--- config.mk ---
export PLATFORM = sky130hd
export DESIGN_NAME = ifft64_r2mdc_seq_flat
export DESIGN_NICKNAME = d
export VERILOG_FILES = /design/src/rtl/ifft64_r2mdc_seq_if.sv /design/src/rtl/ifft64_r2mdc_seq.sv /design/src/flat_wrapper.sv
export SDC_FILE = /design/constraint.sdc
export NUM_CORES = 1
export LEC_CHECK = 0
export BUFFER_PORTS_ARGS = -buffer_cell sky130_fd_sc_hd__buf_2
export CAP_MARGIN = 40
export CORE_MARGIN = 3
export CORE_UTILIZATION = 40
export DETAILED_ROUTE_END_ITERATION = 8
export PLACE_DENSITY = 0.61
export SLEW_MARGIN = 20
export SYNTH_ARGS = -nofsm -noshare
export SYNTH_HDL_FRONTEND = slang
export SYNTH_SLANG_ARGS = --single-unit
--- constraint.sdc ---
create_clock -name CLK -period 6.5 [get_ports CLK]
set_clock_uncertainty 0.1 [all_clocks]
set_input_delay 1.3 -clock CLK [delete_from_list [all_inputs] [get_ports CLK]]
set_output_delay 1.3 -clock CLK [all_outputs]
set_load 0.02 [all_outputs]
--- src/rtl/ifft64_r2mdc_seq_if.sv ---
// ------------------------------------------------------------------
// ifft64_r2mdc_seq_if: sequencer <-> datapath control bundle (rev 1.0)
// ------------------------------------------------------------------
`default_nettype none

interface ifft64_r2mdc_seq_if #(
   parameter int ADDR_W = 10
);
   logic              Start;
   logic [ADDR_W-1:0] bank_addr;
   logic [4:0]        lane_sel;
   logic              in_valid;
   logic [24:0]       tw_addr;
   logic [4:0]        sw;
   logic              start_check;
   logic              busy;
   logic              done;

   modport master (
      input  Start,
      output bank_addr, lane_sel, in_valid, tw_addr, sw, start_check, busy, done
   );

   modport slave (
      output Start,
      input  bank_addr, lane_sel, in_valid, tw_addr, sw, start_check, busy, done
   );
endinterface

`default_nettype wire

--- src/rtl/ifft64_r2mdc_seq.sv ---
// ------------------------------------------------------------------
// ifft64_r2mdc_seq: lane/frame issue, twiddle and commutator sequencing
// for the 64-point radix-2 MDC IFFT pipeline (rev 1.0)
// ------------------------------------------------------------------
`default_nettype none

module ifft64_r2mdc_seq #(
   parameter int N_FRAMES  = 1000,
   parameter int ADDR_W    = 10,
   parameter int STAGE_LAT = 6,
   parameter int PIPE_LAT  = 36
) (
   input  logic                       CLK,
   input  logic                       ARST,
   ifft64_r2mdc_seq_if.master         bus
);

   typedef enum logic [1:0] {
      IDLE  = 2'd0,
      RUN   = 2'd1,
      DRAIN = 2'd2,
      DONE  = 2'd3
   } state_t;

   localparam logic [ADDR_W-1:0] LAST_FRAME = ADDR_W'(N_FRAMES - 1);

   state_t              state;
   logic [ADDR_W-1:0]   bank;
   logic [4:0]          lane;
   logic                in_valid;
   logic                busy;
   logic                done;
   logic [PIPE_LAT-1:0] dline;   // dline[i] = in_valid delayed i+1 cycles
   logic [24:0]         tw_all;
   logic [4:0]          sw_all;

   always_ff @(posedge CLK or posedge ARST) begin
      if (ARST) begin
         state    <= IDLE;
         bank     <= '0;
         lane     <= '0;
         in_valid <= 1'b0;
         busy     <= 1'b0;
         done     <= 1'b0;
      end else begin
         done <= 1'b0;
         case (state)
            IDLE: begin
               bank <= '0;
               lane <= '0;
               if (bus.Start) begin
                  state    <= RUN;
                  in_valid <= 1'b1;
                  busy     <= 1'b1;
               end
            end
            RUN: begin
               lane <= lane + 5'd1;
               if (lane == 5'd31) begin
                  if (bank == LAST_FRAME) begin
                     state    <= DRAIN;
                     in_valid <= 1'b0;
                     lane     <= '0;
                  end else begin
                     bank <= bank + ADDR_W'(1);
                  end
               end
            end
            DRAIN: begin
               // The issue window is contiguous, so the trailing edge of the
               // delay line marks the final start_check cycle.
               if (dline[PIPE_LAT-1] && !dline[PIPE_LAT-2]) begin
                  state <= DONE;
                  busy  <= 1'b0;
                  done  <= 1'b1;
               end
            end
            DONE: begin
               if (!bus.Start) begin
                  state <= IDLE;
                  bank  <= '0;
               end
            end
            default: state <= IDLE;
         endcase
      end
   end

   always_ff @(posedge CLK or posedge ARST) begin
      if (ARST) dline <= '0;
      else      dline <= {dline[PIPE_LAT-2:0], in_valid};
   end

   // Stage 0 counts exactly the issued lanes, so its twiddle index is lane_sel.
   assign tw_all[4:0] = lane;

   generate
      for (genvar k = 1; k <= 5; k++) begin : g_stage
         localparam int TAP = k * STAGE_LAT;
         logic       v_now;
         logic       v_nxt;
         logic [4:0] cnt;
         logic [4:0] cnt_nxt;
         logic [4:0] tw_q;
         logic       sw_q;

         assign v_now = dline[TAP-1];
         if (TAP == 1) begin : g_first
            assign v_nxt = in_valid;
         end else begin : g_tap
            assign v_nxt = dline[TAP-2];
         end

         assign cnt_nxt = (state == IDLE) ? 5'd0 : (v_now ? cnt + 5'd1 : cnt);

         // Outputs are registered from next-cycle values so they line up with v_k.
         always_ff @(posedge CLK or posedge ARST) begin
            if (ARST) begin
               cnt  <= '0;
               tw_q <= '0;
               sw_q <= 1'b0;
            end else begin
               cnt  <= cnt_nxt;
               tw_q <= v_nxt ? 5'(cnt_nxt << k) : 5'd0;
               sw_q <= v_nxt & cnt_nxt[5-k];
            end
         end

         assign sw_all[k-1] = sw_q;
         if (k < 5) begin : g_tw
            assign tw_all[5*k +: 5] = tw_q;
         end
      end
   endgenerate

   assign bus.bank_addr   = bank;
   assign bus.lane_sel    = lane;
   assign bus.in_valid    = in_valid;
   assign bus.tw_addr     = tw_all;
   assign bus.sw          = sw_all;
   assign bus.start_check = dline[PIPE_LAT-1];
   assign bus.busy        = busy;
   assign bus.done        = done;

endmodule

`default_nettype wire
--- src/flat_wrapper.sv ---
// flat-port wrapper written by rule: the top's interface ports become plain ports
module ifft64_r2mdc_seq_flat 
#(
   parameter int N_FRAMES  = 1000,
   parameter int ADDR_W    = 10,
   parameter int STAGE_LAT = 6,
   parameter int PIPE_LAT  = 36
)
  (CLK, ARST, bus_Start, bus_bank_addr, bus_lane_sel, bus_in_valid, bus_tw_addr, bus_sw, bus_start_check, bus_busy, bus_done);
  ifft64_r2mdc_seq_if #(.ADDR_W(ADDR_W)) bus_i ();
  input  logic CLK;
  input  logic ARST;
  input wire logic [$bits(bus_i.Start)-1:0] bus_Start;
  output wire logic [$bits(bus_i.bank_addr)-1:0] bus_bank_addr;
  output wire logic [$bits(bus_i.lane_sel)-1:0] bus_lane_sel;
  output wire logic [$bits(bus_i.in_valid)-1:0] bus_in_valid;
  output wire logic [$bits(bus_i.tw_addr)-1:0] bus_tw_addr;
  output wire logic [$bits(bus_i.sw)-1:0] bus_sw;
  output wire logic [$bits(bus_i.start_check)-1:0] bus_start_check;
  output wire logic [$bits(bus_i.busy)-1:0] bus_busy;
  output wire logic [$bits(bus_i.done)-1:0] bus_done;
  assign bus_i.Start = bus_Start;
  assign bus_bank_addr = bus_i.bank_addr;
  assign bus_lane_sel = bus_i.lane_sel;
  assign bus_in_valid = bus_i.in_valid;
  assign bus_tw_addr = bus_i.tw_addr;
  assign bus_sw = bus_i.sw;
  assign bus_start_check = bus_i.start_check;
  assign bus_busy = bus_i.busy;
  assign bus_done = bus_i.done;
  ifft64_r2mdc_seq #(.N_FRAMES(N_FRAMES), .ADDR_W(ADDR_W), .STAGE_LAT(STAGE_LAT), .PIPE_LAT(PIPE_LAT)) u_core (.CLK(CLK), .ARST(ARST), .bus(bus_i));
endmodule
==> summary.txt, run 1 <==
Global routing
  • Initial antenna violation count: 0
  • Vias in the first global route: 1940
  • Largest net degree at the start of global routing: 59
  • First-pass GRT wire length: 9290 microns
  • Total grt overflow: 0
  • All-Layer GR Usage: 12.2%

Route
  • Initial drt markers: 57
  • TritonRoute pass-1 iters: 3
  • WL/cell: 13.0 microns
  • Post-route ant nets: 0
  • Vias per std cell: 4.73
  • Routed wire length: 5320 microns
  • Drt drc: 0
  • Vias: 1938

Layout
  • Non-Filler Instances: 410
  • Area delta synth->final: 13.6%
  • Layout Nets: 316
  • Antenna diode count: 0
  • Share of layout cells above drive strength 1: 21.4%
  • Commonest cells after routing, fill and taps aside: dfrtp_1, buf_2, nor2_1, nand2_1, and2_1
  • Commonest non-fill, non-tap cell in the layout: dfrtp_1

Worst setup path
  • WP buf/inv: 1
  • Slowest-stage cell, CP: or3_1
  • CP Data Required Time: 6680 ps
  • CP Capture Type: flip-flop
  • Worst R2R Start: u_core.state[1]
  • Worst reg2reg endpoint: u_core.bus.bank_addr[3]
  • Worst path cell trace: buf_2, and2_1, or3_1, or4_1, o21ai_1
  • Crit Path Category: in -> reg
  • Critical-path maximum fanout: 12
  • R2R setup slack: 4030 ps
  • CP peak stage delay: 530 ps
  • CP Launch Type: input pin
  • Data arrival, critical path: 2780 ps
  • Worst reg-to-reg path cell count: 6
  • Largest delay share family, worst path: simple AND/OR/NAND/NOR gates

Floorplan
  • Row cnt: 32
  • Die Wd: 97.2 microns
  • Core Region: 0.00789 sq mm
  • Num ports: 52
  • Die area: 0.00945 sq mm
  • Die H: 97.2 microns
  • Initial Util: 42.2%

Placed design
  • Dpl cells: 393
  • Final HPWL DP: 3420 microns
  • GP Congestion: 0.774
  • Port bufs: 41

CTS
  • Sink Count: 86
  • CTS Hold Bufs: 0
  • H-tree depth: 3
  • Clock Pin Slew Worst Setup and Hold Paths: 90 ps
  • Root buf cell: clkbuf_8
  • PostCTS Resize Cnt: 0
  • Worst-Skew Late Latency: 350 ps
  • TritonCTS buffer count: 9
  • Clock tree buffer depth: 2
  • CTS tree: done
  • Post-CTS setup buffer count: 0

Synth
  • Synth top area cells: dfrtp_1, buf_4, ha_1
  • Post-Synth Adder-Cell Area: 3.76%
  • Synth warn: 0
  • Post-Synthesis Cells: 264
  • Post-synthesis sequential area ratio: 64.7%
  • XOR/XNOR Fraction of Synth Area: 3.68%
  • Yosys top cell by area: dfrtp_1
  • Synth Area per Inst: 12.6 sq um
  • Mapped Area: 0.00333 sq mm
  • Compound-Gate Fraction of Synth Area: 5.75%
  • Distinct cell type count after synthesis: 40
  • Largest family of logic cells by synthesized area: simple AND/OR/NAND/NOR gates
  • Simple-gate portion of the synthesized area: 14.0%
  • #FFs+latches synth: 86
  • Mux cell area share after synthesis: 2.14%
  • Post-synth top area share: 64.7%

STA
  • WHS: 253 ps
  • Fmax: 385 MHz
  • Final number of hold-violating endpoints: 0
  • RSZ-0062 raised after global routing: no
  • Tcrit/Tclk final: 40.0%
  • Worst Max-Slew Pin Slew: 691 ps
  • Final setup fails: 0
  • Max Transition Viols Final: 0
  • Final min period: 2600 ps
  • Setup Total Neg Slack: 0 ps
  • Rel. slew slack: 53.9%

Flow run
  • Max-Cap Viols: 0

Hold path
  • WHS Endpoint: u_core.dline[22]
  • Hold Path Depth: 0
  • Hold crit path type: reg -> reg
  • Hold Crit Start: u_core.dline[21]

Power and ir drop
  • Pleak: 0.00196 uW
  • Max IR drop VDD: 0.120 mV
  • Power Dens Cells: 247 mW/mm^2

Outcome
  • Status: completed
## power breakdown
group	internal (uW)	switching (uW)	total (uW)
Combinational	2.84	15.8	18.6
Clock	190	190	380
Sequential	534	0	534
Total	727	206	933
## logic make-up after synthesis
logic type,after synthesis
AND/OR/NAND/NOR,89
flip-flops,86
buffers and inverters,32
AO/OA/AOI/OAI,25
XOR/XNOR,14
adder cells (fa/ha/maj),10
multiplexers,7
other,1
## sequential cells by signal, summed over array words and instances (netlist names)
register,count
u_core.bus.done,1
u_core.g_stage.sw_q,5
u_core.g_stage.cnt,15
u_core.g_stage.tw_q,10
u_core.state,2
u_core.bus.bank_addr,10
u_core.dline,36
u_core.bus.lane_sel,5
u_core.bus.busy,1
u_core.bus.in_valid,1
## cell usage after synthesis, drive strengths merged
cell     number
o21ai         5
xnor2         6
or3           1
o31ai         2
ha           10
a21oi         3
a22o          1
and2         17
nand4         4
mux2i         6
conb          1
nor4          1
or4           2
nor3          4
a2111oi       1
nand4b        2
nand2b        2
dfrtp        86
o31a          1
nor2b         2
clkbuf        5
xor2          8
o41ai         1
o211ai        3
a2bb2oi       2
a211oi        1
nand3         7
a32o          4
buf          20
nand2        22
and3          2
mux2          1
inv           7
a221o         1
nor2         23
## per-stage QoR
stage | power, uW | setup slack, ps | utilization, % | area, sq um
final | 933 | 3900 | 47.9 | 3780
after global routing | 976 | 3840 | 47.9 | 3780
after CTS | 950 | 3930 | 47.8 | 3770
after detailed placement | 565 | 3550 | 45.2 | 3560
after global placement | 562 | 3570 | 44.8 | 3530
after floorplan | 563 | 2880 | - | 3360
## layer usage
metal	wire [microns]	GRT usage, %	vias to the layer above
li1	-	-	935
met1	2490	15.8	956
met2	2470	18.7	40
met3	294	5.24	7
met4	62	3.83	0
met5	0	0	-
## cell type report
type / instances / area, sq um
clock inverter: 6 / 68.8
timing repair buffer: 44 / 251
tap: 102 / 128
sequential: 86 / 2150
multi-input combinational: 155 / 1010
fill: 701 / 4110
clock buffer: 10 / 138
inverter: 7 / 27.5
## worst max path at each step
| stage | cells after the start | endpoint | from |
|---|---|---|---|
| 2_1_floorplan | 1 | u_core.bus.bank_addr[0] | ARST |
| 3_3_place_gp | 5 | u_core.bus.bank_addr[3] | bus_Start |
| 3_5_place_dp | 5 | u_core.bus.bank_addr[3] | bus_Start |
| 4_1_cts | 5 | u_core.bus.bank_addr[3] | bus_Start |
| 5_1_grt | 5 | u_core.bus.bank_addr[3] | bus_Start |
| 6_report | 5 | u_core.bus.bank_addr[3] | bus_Start |
No activity file was read; power rests on OpenSTA's default activity.
==> inputs of run 2 (changes only) <==
==> constraint.sdc (replaced) <==
create_clock -name CLK -period 2.45 [get_ports CLK]
set_clock_uncertainty 0.1 [all_clocks]
set_input_delay 0.49 -clock CLK [delete_from_list [all_inputs] [get_ports CLK]]
set_output_delay 0.49 -clock CLK [all_outputs]
set_load 0.02 [all_outputs]
==> run 2 against run 1 <==
  * Sequential power rose to 2.7 times the previous value
  * Final cell count is 0.73% higher
  * Worst setup slack got worse by 3600 ps
  * Clock-buffer cell count grew 1
  * Power grew to 2.9 times the previous value
  * First-iteration DRC count is 96% higher
  * Clock power increased to 3.2 times the previous value
  * Sequential cell count stayed put
  * Die area unchanged
  * Largest cell class unchanged
  * Highest routed layer unchanged
==> summary.txt, run 2 (synthesis results as in run 1) <==
Outcome
  • Status: completed

Floorplan
  • Row cnt: 32 (unchanged)
  • Initial Util: 42.2% (unchanged)
  • Core Region: 0.00789 sq mm (unchanged)
  • Die Wd: 97.2 microns (unchanged)
  • Num ports: 52 (unchanged)
  • Die area: 0.00945 sq mm (unchanged)
  • Die H: 97.2 microns (unchanged)

STA
  • Setup slack after layout: 269 ps (-3630 ps)
  • Setup Total Neg Slack: 0 ps (unchanged)
  • Rel. slew slack: 67.8% (+14 points)
  • Tcrit/Tclk final: 89.0%
  • Worst Max-Slew Pin Slew: 471 ps (-220 ps)
  • RSZ-0062 raised after global routing: no
  • Final setup fails: 0 (unchanged)
  • Final min period: 2180 ps
  • Final number of hold-violating endpoints: 0 (unchanged)
  • Max Transition Viols Final: 0 (unchanged)
  • Fmax: 458 MHz

CTS
  • Clock tree buffer depth: 2 (unchanged)
  • Sink Count: 86 (unchanged)
  • TritonCTS buffer count: 9 (unchanged)
  • PostCTS Resize Cnt: 0 (unchanged)
  • CTS Hold Bufs: 0 (unchanged)
  • Post-CTS setup buffer count: 0 (unchanged)
  • Worst-Skew Late Latency: 340 ps (about the same)
  • Root buf cell: clkbuf_8
  • Clock Pin Slew Worst Setup and Hold Paths: 80 ps (about the same)
  • CTS tree: done
  • H-tree depth: 3 (unchanged)

Power and ir drop
  • Max IR drop VDD: 0.353 mV (+190%)
  • Total power: 2680 uW (+190%)
  • P_int: 2160 uW (+200%)
  • Combinational cell fraction of total power: 1.8% (-0.2 points)
  • Power Dens Cells: 697 mW/mm^2 (+180%)
  • Clock share of power: 45.3% (+4.5 points)
  • Switch share: 19.5% (-2.6 points)
  • Pleak: 0.00200 uW (+1.7%)
  • Switching power: 521 uW (+150%)
  • Flop pwr share: 52.9% (-4.4 points)

Worst setup path
  • Slowest-stage cell, CP: a2111oi_0
  • CP Capture Type: flip-flop
  • WP buf/inv: 0 (-1)
  • CP Launch Type: flip-flop
  • Worst path cell trace: ha_1, and3_1, ha_1, nor2b_1, a2111oi_0, o21ai_2, mux2_1
  • CP Data Required Time: 2580 ps (-4100 ps)
  • Critical-path maximum fanout: 6 (-6)
  • CP peak stage delay: 450 ps (-80 ps)
  • Data arrival, critical path: 2310 ps (-470 ps)
  • CP most frequent cell: ha_1
  • Largest delay share family, worst path: compound AO/OA/AOI/OAI gates
  • Crit Path Category: reg -> reg

Placed design
  • Dpl cells: 397 (+1.0%)
  • Final HPWL DP: 3430 microns (+0.34%)
  • Port bufs: 41 (unchanged)
  • Pre-CTS setup slack: 252 ps (-3300 ps)
  • GP Congestion: 0.754 (-2.6%)

Layout
  • Commonest cells after routing, fill and taps aside: dfrtp_1, buf_2, nor2_1, nand2_1, and2_1
  • Layout Nets: 319 (+0.95%)
  • Max reg flops: 36 (unchanged)
  • Filler instances: 712 (+1.6%)
  • Top Registers: u_core.dline (36), u_core.g_stage.cnt (15)
  • Antenna diode count: 0 (unchanged)
  • Area delta synth->final: 15.5%
  • Util after Layout: 48.7% (+0.79 points)
  • Commonest non-fill, non-tap cell in the layout: dfrtp_1
  • Biggest register: u_core.dline
  • Non-Filler Instances: 413 (+0.73%)
  • Share of layout cells above drive strength 1: 22.2% (+0.76 points)

Global routing
  • Largest net degree at the start of global routing: 87 (+47%)
  • Initial antenna violation count: 0 (unchanged)
  • First-pass GRT wire length: 9470 microns (+1.9%)
  • All-Layer GR Usage: 12.4% (+0.20 points)
  • Vias in the first global route: 1871 (-3.6%)
  • Total grt overflow: 0 (unchanged)

Route
  • Vias: 1942 (+0.21%)
  • Initial drt markers: 112 (+96%)
  • Post-route ant nets: 0 (unchanged)
  • Drt drc: 0 (unchanged)
  • TritonRoute pass-1 iters: 4 (+1)
  • Routed wire length: 5320 microns (about the same)
  • Vias per std cell: 4.70 (-0.52%)
  • WL/cell: 12.9 microns (-0.71%)

Hold path
  • Hold crit path type: in -> async

Flow run
  • Max-Cap Viols: 0 (unchanged)
-- run 2: per-stage QoR --
stage | hold WS (ps) | instance area [sq um]
after floorplan | 231 | 3370
after global placement | 232 | 3590
after detailed placement | 236 | 3590
after CTS | 169 | 3840
after global routing | 187 | 3840
final | 144 | 3840
-- run 2: final cells by class --
type,instances,area (sq um),area share (%)
sequential,86,2150,56.0
multi-input combinational,155,1010,26.4
timing repair buffer,47,263,6.84
clock buffer,11,151,3.94
tap,102,128,3.32
clock inverter,5,104,2.70
inverter,7,30.0,0.782
-- run 2: worst min-delay path, cell delays in order --
cell,delay [ps]
buf_2,110
clkinvlp_4,70
buf_12,340
-- run 2: per-layer routing --
layer	vias up	global-route usage (%)	routed length [microns]
li1	945	-	-
met5	-	0	0
met1	948	17.2	2610
met3	9	3.95	241
met2	40	17.6	2360
met4	0	6.39	111
-- run 2: power by group through the flow --
stage                     clock, uW  sequential, uW  combinational [uW]
after floorplan                   0            1450                47.1
after global placement            0            1450                49.3
after detailed placement          0            1450                49.8
after CTS                      1260            1420                49.7
after global routing           1320            1420                54.5
final                          1210            1420                46.9
-- run 2: final timing paths --
check                                               end                   start  slack [ps]  cells past startpoint
min in group CLK                        u_core.dline[2]         u_core.dline[1]         250                      0
worst max-delay path                    u_core.state[1]  u_core.bus.lane_sel[0]         270                      7
worst min register to register          u_core.dline[2]         u_core.dline[1]         250                      0
worst min-delay path             u_core.g_stage[3].sw_q                    ARST         140                      3
worst max register to register          u_core.state[1]  u_core.bus.lane_sel[0]         270                      7
max in group asynchronous       u_core.bus.bank_addr[5]                    ARST        1750                      3
==> inputs of run 3 (changes only) <==
--- a/config.mk
+++ b/config.mk
@@ -8,9 +8,9 @@
 export BUFFER_PORTS_ARGS = -buffer_cell sky130_fd_sc_hd__buf_2
 export CAP_MARGIN = 40
 export CORE_MARGIN = 3
-export CORE_UTILIZATION = 40
+export CORE_UTILIZATION = 35
 export DETAILED_ROUTE_END_ITERATION = 8
-export PLACE_DENSITY = 0.61
+export PLACE_DENSITY = 0.55
 export SLEW_MARGIN = 20
 export SYNTH_ARGS = -nofsm -noshare
 export SYNTH_HDL_FRONTEND = slang
==> run 3 against run 2 <==
  * Clock-buffer cell count decreased by 1
  * Critical path depth unchanged
  * Clock power decreased by 16%
  * Core utilization decreased by 6.1 points
  * Sequential power about the same
  * Worst setup slack improved by 21 ps
  * Sequential share of layout area increased by 0.27 points
  * Critical path type unchanged
  * Register-to-register slack improved by 20 ps
  * Combinational power increased by 0.9%
  * Die area increased by 13%
  * First-iteration DRC count decreased by 54%
==> summary.txt, run 3 (synthesis results as in run 1) <==
STA
  • Setup slack after layout: 290 ps (+21.1 ps)
  • Final min period: 2160 ps (-21.1 ps)
  • Final setup fails: 0 (unchanged)
  • Worst Max-Slew Pin Slew: 466 ps (-4.75 ps)
  • Fmax: 463 MHz (+0.98%)
  • Final number of hold-violating endpoints: 0 (unchanged)
  • Rel. slew slack: 68.1% (+0.32 points)
  • Max Transition Viols Final: 0 (unchanged)
  • Setup Total Neg Slack: 0 ps (unchanged)
  • Tcrit/Tclk final: 88.2% (-0.86 points)
  • RSZ-0062 raised after global routing: no

Placed design
  • Port bufs: 41 (unchanged)
  • Dpl cells: 421 (+6.0%)
  • Final HPWL DP: 3620 microns (+5.6%)
  • GP Congestion: 0.742 (-1.6%)
  • Pre-CTS setup slack: 293 ps (+40.5 ps)
  • Area after DPL: 0.00362 sq mm (+0.84%)

Power and ir drop
  • Power Dens Cells: 649 mW/mm^2 (-6.9%)
  • Switch share: 22.2% (+2.8 points)
  • Pleak: 0.00197 uW (-1.1%)
  • Clock share of power: 41.0% (-4.3 points)
  • Flop pwr share: 57.1% (+4.2 points)
  • Combinational cell fraction of total power: 1.9% (about the same)
  • P_int: 1930 uW (-11%)
  • Switching power: 551 uW (+5.8%)
  • Max IR drop VDD: 0.322 mV (-8.8%)

Layout
  • Area delta synth->final: 14.9%
  • Commonest cells after routing, fill and taps aside: dfrtp_1, buf_2, nor2_1, nand2_1, and2_1
  • Non-Filler Instances: 437 (+5.8%)
  • Util after Layout: 42.6% (-6.1 points)
  • Antenna diode count: 0 (unchanged)
  • Layout Nets: 319 (unchanged)
  • Commonest non-fill, non-tap cell in the layout: dfrtp_1
  • Max reg flops: 36 (unchanged)
  • Design area: 0.00382 sq mm (-0.49%)
  • Share of layout cells above drive strength 1: 22.2% (unchanged)
  • Filler instances: 856 (+20%)
  • Top Registers: u_core.dline (36), u_core.g_stage.cnt (15)
  • Biggest register: u_core.dline

Route
  • TritonRoute pass-1 iters: 4 (unchanged)
  • WL/cell: 12.7 microns (-1.4%)
  • Vias per std cell: 4.48 (-4.8%)
  • Vias: 1957 (+0.77%)
  • Post-route ant nets: 0 (unchanged)
  • Initial drt markers: 52 (-54%)
  • Routed wire length: 5550 microns (+4.3%)
  • Drt drc: 0 (unchanged)

Global routing
  • GR Layer Usage met1: 14.3% (-2.9 points)
  • Initial antenna violation count: 0 (unchanged)
  • Vias in the first global route: 1956 (+4.5%)
  • Grt met3 use: 4.17% (+0.22 points)
  • Total grt overflow: 0 (unchanged)
  • All-Layer GR Usage: 11.0% (-1.5 points)
  • Largest net degree at the start of global routing: 87 (unchanged)
  • First-pass GRT wire length: 9540 microns (+0.80%)
  • GRT Max-Usage Layer: met2
  • Met2 GRT Util: 17.3% (-0.23 points)

Worst setup path
  • CP most frequent cell: ha_1
  • CP peak stage delay: 480 ps (+30 ps)
  • Slowest-stage cell, CP: or4_1
  • CP Data Required Time: 2630 ps (+50 ps)
  • CP Launch Type: flip-flop
  • Largest delay share family, worst path: simple AND/OR/NAND/NOR gates
  • Data arrival, critical path: 2340 ps (+30 ps)
  • Crit Path Category: reg -> reg
  • Worst path cell trace: ha_1, and3_1, ha_1, nor2b_1, or3_1, or4_1, o21ai_1
  • Critical-path maximum fanout: 6 (unchanged)
  • WP buf/inv: 0 (unchanged)
  • CP Capture Type: flip-flop

Floorplan
  • Die H: 104 microns (+6.5%)
  • Num ports: 52 (unchanged)
  • Die area: 0.0107 sq mm (+13%)
  • Initial Util: 37.1% (-5.1 points)
  • Die Wd: 104 microns (+6.5%)
  • Row cnt: 34 (+6.3%)
  • Core Region: 0.00898 sq mm (+14%)

CTS
  • PostCTS Resize Cnt: 0 (unchanged)
  • CTS Hold Bufs: 0 (unchanged)
  • Sink Count: 86 (unchanged)
  • H-tree depth: 3 (unchanged)
  • TritonCTS buffer count: 9 (unchanged)
  • Post-CTS setup buffer count: 0 (unchanged)
  • Clock tree buffer depth: 2 (unchanged)
  • Clock Pin Slew Worst Setup and Hold Paths: 80 ps (about the same)
  • Root buf cell: clkbuf_8
  • CTS tree: done
  • Worst-Skew Late Latency: 350 ps (about the same)

Flow run
  • Max-Cap Viols: 0 (unchanged)

Outcome
  • Status: completed

Hold path
  • Hold crit path type: in -> async
==> run 3: changes by cell type in the layout (fill, tap and decap cells not counted) <==
cell,delta
bufinv_16,-2
clkbuf_8,-1
clkinv_2,+1
clkinv_4,+1
inv_8,+1
==> run 3: path summary, 6_finish.rpt <==
path | slack [ps] | startpoint | cells past startpoint | to
setup / recovery | 290 | u_core.bus.lane_sel[0] | 7 | u_core.bus.bank_addr[3]
hold / removal | 150 | ARST | 3 | u_core.dline[22]
setup reg to reg | 290 | u_core.bus.lane_sel[0] | 7 | u_core.bus.bank_addr[3]
hold reg to reg | 250 | u_core.dline[32] | 0 | u_core.dline[33]
max in group asynchronous | 1770 | ARST | 3 | u_core.g_stage[3].tw_q[3]
min in group CLK | 250 | u_core.dline[32] | 0 | u_core.dline[33]
==> run 3: worst register-to-register path, stage by stage (launching register included) <==
cell	delay, ps
dfrtp_1	420
ha_1	200
and3_1	160
ha_1	180
nor2b_1	80
or3_1	360
or4_1	480
o21ai_1	120
==> run 3: area by class of cell <==
class	count	area, sq um	share of cell area [%]
sequential	86	2150	56.3
inverter	7	30.0	0.785
tap	126	158	4.12
clock buffer	10	138	3.60
timing repair buffer	47	263	6.87
multi-input combinational	155	1010	26.5
clock inverter	6	68.8	1.80
==> run 3: per-layer routing <==
metal	part of all wire (%)	vias to the layer above
met5	0	-
met4	1.0	0
met3	4.2	8
met2	46	37
met1	48	967
li1	-	945
==> run 3: through the flow <==
stage | total power (uW) | hold WS [ps]
6_report | 2480 | 149
3_5_place_dp | 1500 | 235
2_1_floorplan | 1490 | 231
5_1_grt | 2600 | 172
4_1_cts | 2530 | 169
3_3_place_gp | 1500 | 235
==> run 3: power by group through the flow <==
| stage | logic, uW | registers (uW) | clock network, uW |
|---|---|---|---|
| floorplan | 47.1 | 1450 | 0 |
| global placement | 49.8 | 1450 | 0 |
| detailed placement | 50.1 | 1450 | 0 |
| CTS | 49.8 | 1420 | 1070 |
| global route | 54.3 | 1420 | 1130 |
| finish | 47.3 | 1420 | 1020 |
